<file path="src/rtl/dotp_sched_pkg.sv">
// dotp_sched_pkg: shared types and sizing helpers for the dot-product gate scheduler
package dotp_sched_pkg;
  typedef enum logic [1:0] {RUN, DRAIN, DONE} state_t;
  function automatic int lw_of(input int n);
    return $clog2(n + 1);
  endfunction
  function automatic int dp_lat(input int tree_lat);
    return tree_lat + 1;
  endfunction
endpackage

</file>
<file path="src/rtl/dotp_lane_mask.sv">
// dotp_lane_mask: lane i all-ones when i < len; lengths beyond LEN clip naturally since only LEN lanes exist
module dotp_lane_mask #(
  parameter int WIDTH = 16,
  parameter int LEN = 8,
  parameter int LW = 4
) (
  input  logic [LW-1:0]        len,
  output logic [LEN*WIDTH-1:0] mask
);
  for (genvar g = 0; g < LEN; g++) begin : g_lane
    assign mask[g*WIDTH +: WIDTH] = {WIDTH{len > LW'(g)}};
  end
endmodule

</file>
<file path="src/rtl/dotp_gate_scheduler.sv">
// dotp_gate_scheduler: round-robin issue of two requesters onto a shared gated dot-product datapath.
// Define DOTP_SCHED_PERF_EN to add saturating accept/idle performance counters.
module dotp_gate_scheduler
  import dotp_sched_pkg::*;
#(
  parameter int WIDTH = 16,
  parameter int LEN = 8,
  parameter int TREE_LAT = 3,
  localparam int LW = lw_of(LEN),
  localparam int DP_LAT = dp_lat(TREE_LAT)
) (
  input  logic                 clk,
  input  logic                 reset,
  input  logic                 req0_valid,
  output logic                 req0_ready,
  input  logic [LW-1:0]        req0_len,
  input  logic [LEN*WIDTH-1:0] req0_vec1,
  input  logic [LEN*WIDTH-1:0] req0_vec2,
  input  logic                 req1_valid,
  output logic                 req1_ready,
  input  logic [LW-1:0]        req1_len,
  input  logic [LEN*WIDTH-1:0] req1_vec1,
  input  logic [LEN*WIDTH-1:0] req1_vec2,
  output logic [LEN*WIDTH-1:0] dp_vec1,
  output logic [LEN*WIDTH-1:0] dp_vec2,
  output logic [LEN*WIDTH-1:0] dp_mult_out_en,
  input  logic [WIDTH-1:0]     dp_dotp_out,
  output logic                 res_valid,
  output logic                 res_id,
  output logic [WIDTH-1:0]     res_data,
  input  logic                 drain_req,
  output logic                 drain_done
`ifdef DOTP_SCHED_PERF_EN
  ,
  output logic [15:0]          perf_cnt0,
  output logic [15:0]          perf_cnt1,
  output logic [15:0]          perf_idle
`endif
);
  state_t state, state_nx;
  logic ptr, run, acc, win;
  logic [DP_LAT:0] tv, ti;
  logic [LEN*WIDTH-1:0] mask;
  // reset gates readiness so every output reads 0 while reset is held
  assign run = reset && state == RUN && !drain_req;
  assign req1_ready = run && req1_valid && (!req0_valid || ptr);
  assign req0_ready = run && req0_valid && !req1_ready;
  assign acc = req0_ready || req1_ready;
  assign win = req1_ready;
  dotp_lane_mask #(.WIDTH(WIDTH), .LEN(LEN), .LW(LW)) u_mask (
    .len(win ? req1_len : req0_len),
    .mask(mask)
  );
  always_ff @(posedge clk or negedge reset)
    if (!reset) begin
      dp_vec1 <= '0;
      dp_vec2 <= '0;
      dp_mult_out_en <= '0;
      ptr <= 1'b0;
      tv <= '0;
      ti <= '0;
    end else begin
      dp_vec1 <= acc ? (win ? req1_vec1 : req0_vec1) : '0;
      dp_vec2 <= acc ? (win ? req1_vec2 : req0_vec2) : '0;
      dp_mult_out_en <= acc ? mask : '0;
      ptr <= ptr ^ acc;
      tv <= {tv[DP_LAT-1:0], acc};
      ti <= {ti[DP_LAT-1:0], win};
    end
  always_ff @(posedge clk or negedge reset)
    if (!reset) state <= RUN;
    else state <= state_nx;
  // DONE once the pipe is empty after this edge, so drain_done follows the last result by one cycle
  always_comb begin
    state_nx = state;
    state_nx = state == RUN ? (drain_req ? DRAIN : RUN)
             : !drain_req ? RUN
             : (state == DRAIN && tv[DP_LAT-1:0] == '0) ? DONE : state;
  end
  assign res_valid = tv[DP_LAT];
  assign res_id = ti[DP_LAT];
  assign res_data = res_valid ? dp_dotp_out : '0;
  assign drain_done = state == DONE;
`ifdef DOTP_SCHED_PERF_EN
  always_ff @(posedge clk or negedge reset)
    if (!reset) begin
      perf_cnt0 <= '0;
      perf_cnt1 <= '0;
      perf_idle <= '0;
    end else begin
      if (req0_ready && perf_cnt0 != '1) perf_cnt0 <= perf_cnt0 + 16'd1;
      if (req1_ready && perf_cnt1 != '1) perf_cnt1 <= perf_cnt1 + 16'd1;
      if (state == RUN && !acc && perf_idle != '1) perf_idle <= perf_idle + 16'd1;
    end
`endif
endmodule

</file>
<file path="config.mk">
export PLATFORM = sky130hd
export DESIGN_NAME = dotp_gate_scheduler
export DESIGN_NICKNAME = d
export VERILOG_FILES = /design/src/rtl/dotp_sched_pkg.sv /design/src/rtl/dotp_lane_mask.sv /design/src/rtl/dotp_gate_scheduler.sv
export SDC_FILE = /design/constraint.sdc
export NUM_CORES = 1
export LEC_CHECK = 0
export ABC_AREA = 1
export CORE_AREA = 3 3 366 368
export CTS_CLUSTER_DIAMETER = 150
export DETAILED_ROUTE_END_ITERATION = 10
export DIE_AREA = 0 0 369 371
export SYNTH_ARGS = -nofsm -noshare
export SYNTH_HDL_FRONTEND = slang
export SYNTH_SLANG_ARGS = --single-unit
</file>
<file path="constraint.sdc">
create_clock -name clk -period 1.9 [get_ports clk]
set_clock_uncertainty 0.15 [all_clocks]
set_input_delay 0.285 -clock clk [delete_from_list [all_inputs] [get_ports clk]]
set_output_delay 0.285 -clock clk [all_outputs]
set_load 0.01 [all_outputs]
</file>
Yosys cells after proc, flatten, opt, wreduce, memory -nomap -nowiden
Index checks and enable logic that the tools add are counted.

storage, ports and cells
  register bits = 397
  output and inout port bits = 405
  logic and storage cells = 44

cells by class
  $lt $le $gt $ge = 8
  equality and inequality tests = 3
  muxes and demuxes = 11
  bitwise logic cells = 1
  reductions and logical operators = 14

operator list
  kind                                                                             count
  128-bit 2-to-1 mux                                                               5
  4-bit by 3-bit greater-than comparator with 1-bit output, second input constant  4
  16-bit 2-to-1 mux                                                                1
  4-bit by 1-bit greater-than comparator with 1-bit output, second input constant  2
  4-bit by 2-bit greater-than comparator with 1-bit output, second input constant  2
  1-bit logical AND                                                                7
  2-bit 2-to-1 mux                                                                 3
  4-bit logical NOT                                                                1
  4-bit 2-to-1 mux                                                                 1
  1-bit logical NOT                                                                3
  3-bit by 1-bit inequality test with 1-bit output, second input constant          1
  2-bit by 1-bit == test with 1-bit output, second input constant                  1
  2-bit == test, second input constant                                             1
  2-bit logical NOT                                                                1
  1-bit logical OR                                                                 2
  1-bit 2-to-1 mux                                                                 1
  1-bit bitwise XOR                                                                1

Longest topological paths before layout
  depth in word-level cells = 9
  mapped depth = 9
  gate-level depth less buffers = 9

Cells and area by module
From an unflattened synthesis, not the netlist that was laid out.

unflattened totals
  cells, all modules = 2,157
  area total of the unflattened synthesis = 17,936.0 µm²

by module, submodules not included
  module               instances  cells an instance  area each (µm²)  sequential area each (µm²)
  dotp_gate_scheduler  1          2,022              16,965.0         9,934.5
  dotp_lane_mask       1          135                970.9            0.0

Worst setup path after synthesis
OpenSTA, ideal clock, no wires.

  path kind = reg2reg
  start point = register state[0]
  end point = register dp_vec1[100]
  library setup time = 73 ps
  data arrival time = 1,303 ps
  required time = 1,677 ps
  path slack = 374 ps
  cell stages (with the launch flop) = 8
  path buffers = 2
  clock period less this slack = 1,526 ps
  cells stage by stage = dfrtp_1 nor2_1 nand2_2 a21oi_4 inv_4 buf_12 buf_8 a21oi_2

on the way
  cells in the longest elaborated chain, start to end = 9
  elaborated cells between the ends (all ways) = 11
  those cells by class = mux (2); reduce/logical (9)

RTL lines
  item                                 RTL line                   RTL
  start, declared                      dotp_gate_scheduler.sv:40  state_t state, state_nx;
  start signal, assigned               dotp_gate_scheduler.sv:72  else state <= state_nx;
  2-bit logical NOT (*)                dotp_gate_scheduler.sv:45  assign run = reset && state == RUN && !drain_req;
  1-bit logical AND (*) (2 in series)  dotp_gate_scheduler.sv:45
  1-bit logical AND (2 in series)      dotp_gate_scheduler.sv:46  assign req1_ready = run && req1_valid && (!req0_valid || ptr);
  1-bit logical NOT                    dotp_gate_scheduler.sv:47  assign req0_ready = run && req0_valid && !req1_ready;
  1-bit logical AND                    dotp_gate_scheduler.sv:47
  1-bit logical OR (*)                 dotp_gate_scheduler.sv:48  assign acc = req0_ready || req1_ready;
  named net acc                        dotp_gate_scheduler.sv:41  logic ptr, run, acc, win;
  128-bit 2-to-1 mux (*)               dotp_gate_scheduler.sv:63  dp_vec1 <= acc ? (win ? req1_vec1 : req0_vec1) : '0;
  end signal, assigned                 dotp_gate_scheduler.sv:63
  end, declared                        dotp_gate_scheduler.sv:24  output logic [LEN*WIDTH-1:0] dp_vec1,

The timed path passes the listed nets; every way through them passes the cells marked *.
A chain may end at the register's enable or synchronous reset.

Worst setup path in the final report
  start point = register state[0]
  end point = output req0_ready

on the way
  cells in the longest elaborated chain, start to end = 7
  elaborated cells between the ends (all ways) = 8
  those cells by class = reduce/logical (8)

RTL lines
  item                                 RTL line                   RTL
  2-bit logical NOT (*)                dotp_gate_scheduler.sv:45
  1-bit logical AND (*) (2 in series)  dotp_gate_scheduler.sv:45
  1-bit logical AND (2 in series)      dotp_gate_scheduler.sv:46
  1-bit logical NOT                    dotp_gate_scheduler.sv:47
  1-bit logical AND (*)                dotp_gate_scheduler.sv:47
  end, declared                        dotp_gate_scheduler.sv:15  output logic req0_ready,

Mark *: on every way between the ends. The rest lies on a longest branch, timed or not.

==> key figures <==
Route
  – Via density: 3.30
  – Routed via count: between 10000 and 15000
  – Remaining antenna violation count after routing: 0
  – Number of remaining DRC errors: 0
  – WL/cell: 24.1 um
  – DRT Pass-1 Iters: 5
  – DRT iter0 DRCs: 743
  – Total Routed Length: 99100 um

GRT
  – Gr usage total: 12.9%
  – Pin count of the biggest net entering global routing: 139
  – Vias in the first global route: between 10000 and 15000
  – First-pass GRT wire length: 119000 um
  – Total gr overflow: 0
  – Initial antenna violation count: 41

CTS
  – CTS Sinks: 277
  – Clk Latency, worst-skew pair: roughly 0.58 ns
  – CTS tree: yes
  – Clk slew on worst S/H paths: approximately 0.060 ns
  – CTS Buf Count: 40
  – H-tree Lvls: 2
  – Clock Path Buffers: 3
  – Root Driver: clkbuf_16

Yosys
  – Async SR Flop Fraction: 100%
  – Synthesized net count: 1893
  – Biggest area consumer among synthesized cells: dfrtp_1
  – Seq cells post-synth: roughly 280
  – Synth Instances: 1352
  – Top cell type's share of synthesized area: 52.4%
  – Cell variety after synth: 23
  – Syn. warnings: 0
  – Post-Syn Area: 13200 sq um
  – Top-count cell post-synth: nand2_1
  – Synth cell count leaders: nand2_1 (549), dfrtp_1 (277), a21oi_2 (240)
  – Sequential share of the synthesized area: a little over half
  – Post-Syn Area per Cell: about 9.8 sq um
  – Predominant post-synthesis flop cell: dfrtp_1
  – EDFF count, synth: 0
  – Largest cells by area after synthesis: dfrtp_1 (52%), a21oi_2 (16%), nand2_1 (16%)

Timing
  – Fmax: between 400 and 500 MHz
  – RSZ-0062 raised after global routing: yes
  – Fin crit share: 108%
  – Slew Limit Fails: 0
  – Minimum clock period: 2.06 ns
  – Final Hold Fails: 0
  – Slew HR: 34.7%
  – WHS: 0.0923 ns
  – Actual slew at the worst max-slew pin: 0.980 ns
  – Setup violators final: 252
  – Worst setup margin: -0.161 ns

Pwr
  – Sw Ratio: 29.6%
  – Part of the power in registers: 33.2%
  – Pleak: 13.4 nW
  – Sw Pwr: 5.61 mW
  – Internal power: 13.4 mW
  – Comb pwr share: 26.2%
  – VDD IR max: 0.475 mV
  – Final Total Pwr: roughly 19 mW
  – Power Density: 678 nW/um^2
  – Clock Power Share: 40.5%

Die
  – Initial Util: between 10% and 20%
  – Rows: 133
  – CORE AREA: approximately 130000 sq um
  – Die width: 369 um
  – I/O Pins: 946
  – Height of the die: 371 um
  – Die area: 137000 sq um

Critical path
  – R2r setup slk: -0.14 ns
  – Setup CP Type: register to output port
  – CP peak stage delay: 0.38 ns
  – Crit-path cells: nor2_2 -> nand2_2 -> buf_6 -> nor3_2 -> buf_2
  – Req. time, crit path: 1.46 ns
  – Critical R2R Capture: dp_vec2[13]
  – Crit. Startpoint: state[0]
  – WP data arrival: 1.63 ns
  – Worst-path fanout max: 2
  – Worst Reg-to-Reg Cells: 10
  – CP startpoint kind: register
  – Slowest cell on crit path: dfrtp_1
  – Crit. End Element: output port
  – Critical path endpoint: req0_ready
  – Worst R2R Start: state[0]

Outcome
  – Status: complete, but fails checks
  – Violated checks: setup timing

Cells and area
  – Register area: roughly 6900 sq um
  – Fillers: between 10000 and 15000
  – Share of cells above drive strength 1: 28.7%
  – Area grow syn2layout: 111%
  – Final cell utilization of the core: 21.3%
  – Multi-input logic area: 5060 sq um
  – Number of cells in the finished layout apart from fillers: 4109
  – NumNets Final: 2861

Placed design
  – DP Wirelength: 74900 um
  – DP Worst Slack: -0.457 ns
  – Final GP Congestion: 0.856
  – PortBufs: 945
  – DP Cell Count: 3946

Hold path
  – Hold/Removal Path Class: primary input to register

Run
  – Total of max-cap violations: 0
==> cell type report <==
type                    count  share of cell area [%]
repair buffers           1127                    43.5
flip-flops and latches    277                    24.8
multi-input cells         835                    18.1
well taps                1755                    7.85
clock buffers              56                    4.16
clock inverters            16                   0.586
inverters                  34                   0.515
repair inverters            5                   0.416
diodes                      4                  0.0358
==> sequential cells by signal (all words and copies together) (netlist names) <==
name,flops
tv,5
dp_vec2,128
ti,5
dp_mult_out_en,8
ptr,1
state,2
dp_vec1,128
==> critical path: cells and delay by family, from the launching register on <==
kind / cells / cell delay [ns]
flip-flops: 1 / 0.38
AND/OR/NAND/NOR: 3 / 0.38
buffers and inverters: 2 / 0.29
==> worst min-delay path by stage <==
| stage | start | end | slack, ns | cells past startpoint |
|---|---|---|---|---|
| floorplan | reset | dp_mult_out_en[111] | -0.16 | 0 |
| global placement | ti[0] | ti[1] | 0.18 | 0 |
| detailed placement | ti[2] | ti[3] | 0.18 | 0 |
| CTS | req1_vec1[1] | dp_vec1[1] | 0.02 | 3 |
| global route | req1_vec1[115] | dp_vec1[115] | 0.06 | 3 |
| finish | req1_vec1[115] | dp_vec1[115] | 0.09 | 3 |
==> per-layer routing <==
metal / GRT usage (%) / wire, um
met5: 0 / 78
met3: 6.04 / 10800
met2: 21.4 / 47400
met4: 3.22 / 2620
met1: 14.9 / 38200
==> power by group through the flow <==
stage	Clock [mW]	Sequential (mW)	Combinational, mW
finish	7.68	6.30	4.98
global route	8.19	6.33	5.31
CTS	8.02	6.31	4.57
detailed placement	0	6.41	4.30
global placement	0	6.40	4.28
floorplan	0	6.55	1.50
==> stage by stage <==
step           TNS (ns)  instance area [sq um]
2_1_floorplan         0                  13200
3_3_place_gp     -83.06                  24100
3_5_place_dp     -76.91                  24100
4_1_cts          -32.71                  26200
5_1_grt          -41.62                  27900
6_report         -16.32                  28000
==> cells by family after synthesis <==
| family | count (synthesis) | synth area share (%) |
|---|---|---|
| AO/OA/AOI/OAI | 259 | 16.7 |
| buffers and inverters | 240 | 14.2 |
| XOR/XNOR | 1 | 0.0662 |
| flip-flops | 277 | 52.4 |
| AND/OR/NAND/NOR | 575 | 16.6 |
==> timing repair <==
| item | 4_1_cts | 5_1_grt |
|---|---|---|
| resized for setup | 643 | 220 |
| cloned | 18 | 32 |
| hold endpoints to repair | 93 | 13 |
| setup buffers | 21 | 17 |
| endpoints found under the setup margin | 618 | 578 |
| hold buffers | 3 | 2 |
| pin swaps | 4 | 17 |
==> cells in the final DEF (no fill, tap or decap), types with 2 or more instances in the layout <==
cell,n
a21oi_1,10
clkinvlp_4,2
dlygate4sd2_1,179
buf_4,75
clkinv_2,8
nand2_8,2
dlymetal6s2s_1,48
nand3_2,3
buf_16,23
nand3_1,2
nor2_4,2
buf_6,66
clkbuf_1,7
inv_1,17
a21oi_2,205
clkinv_16,2
inv_16,4
nor2_2,4
bufinv_16,2
buf_2,23
diode_2,4
clkdlybuf4s15_1,41
nand2_2,36
dlygate4sd3_1,4
clkinv_4,2
buf_12,36
nor2_1,4
buf_8,22
clkbuf_8,8
nand2_1,501
nand3_4,3
nand2_4,14
a21oi_4,44
clkdlybuf4s15_2,2
clkbuf_16,64
clkdlybuf4s50_1,584
dfrtp_2,3
inv_2,16
dfrtp_1,274
Power figures use the tool's default switching activity.
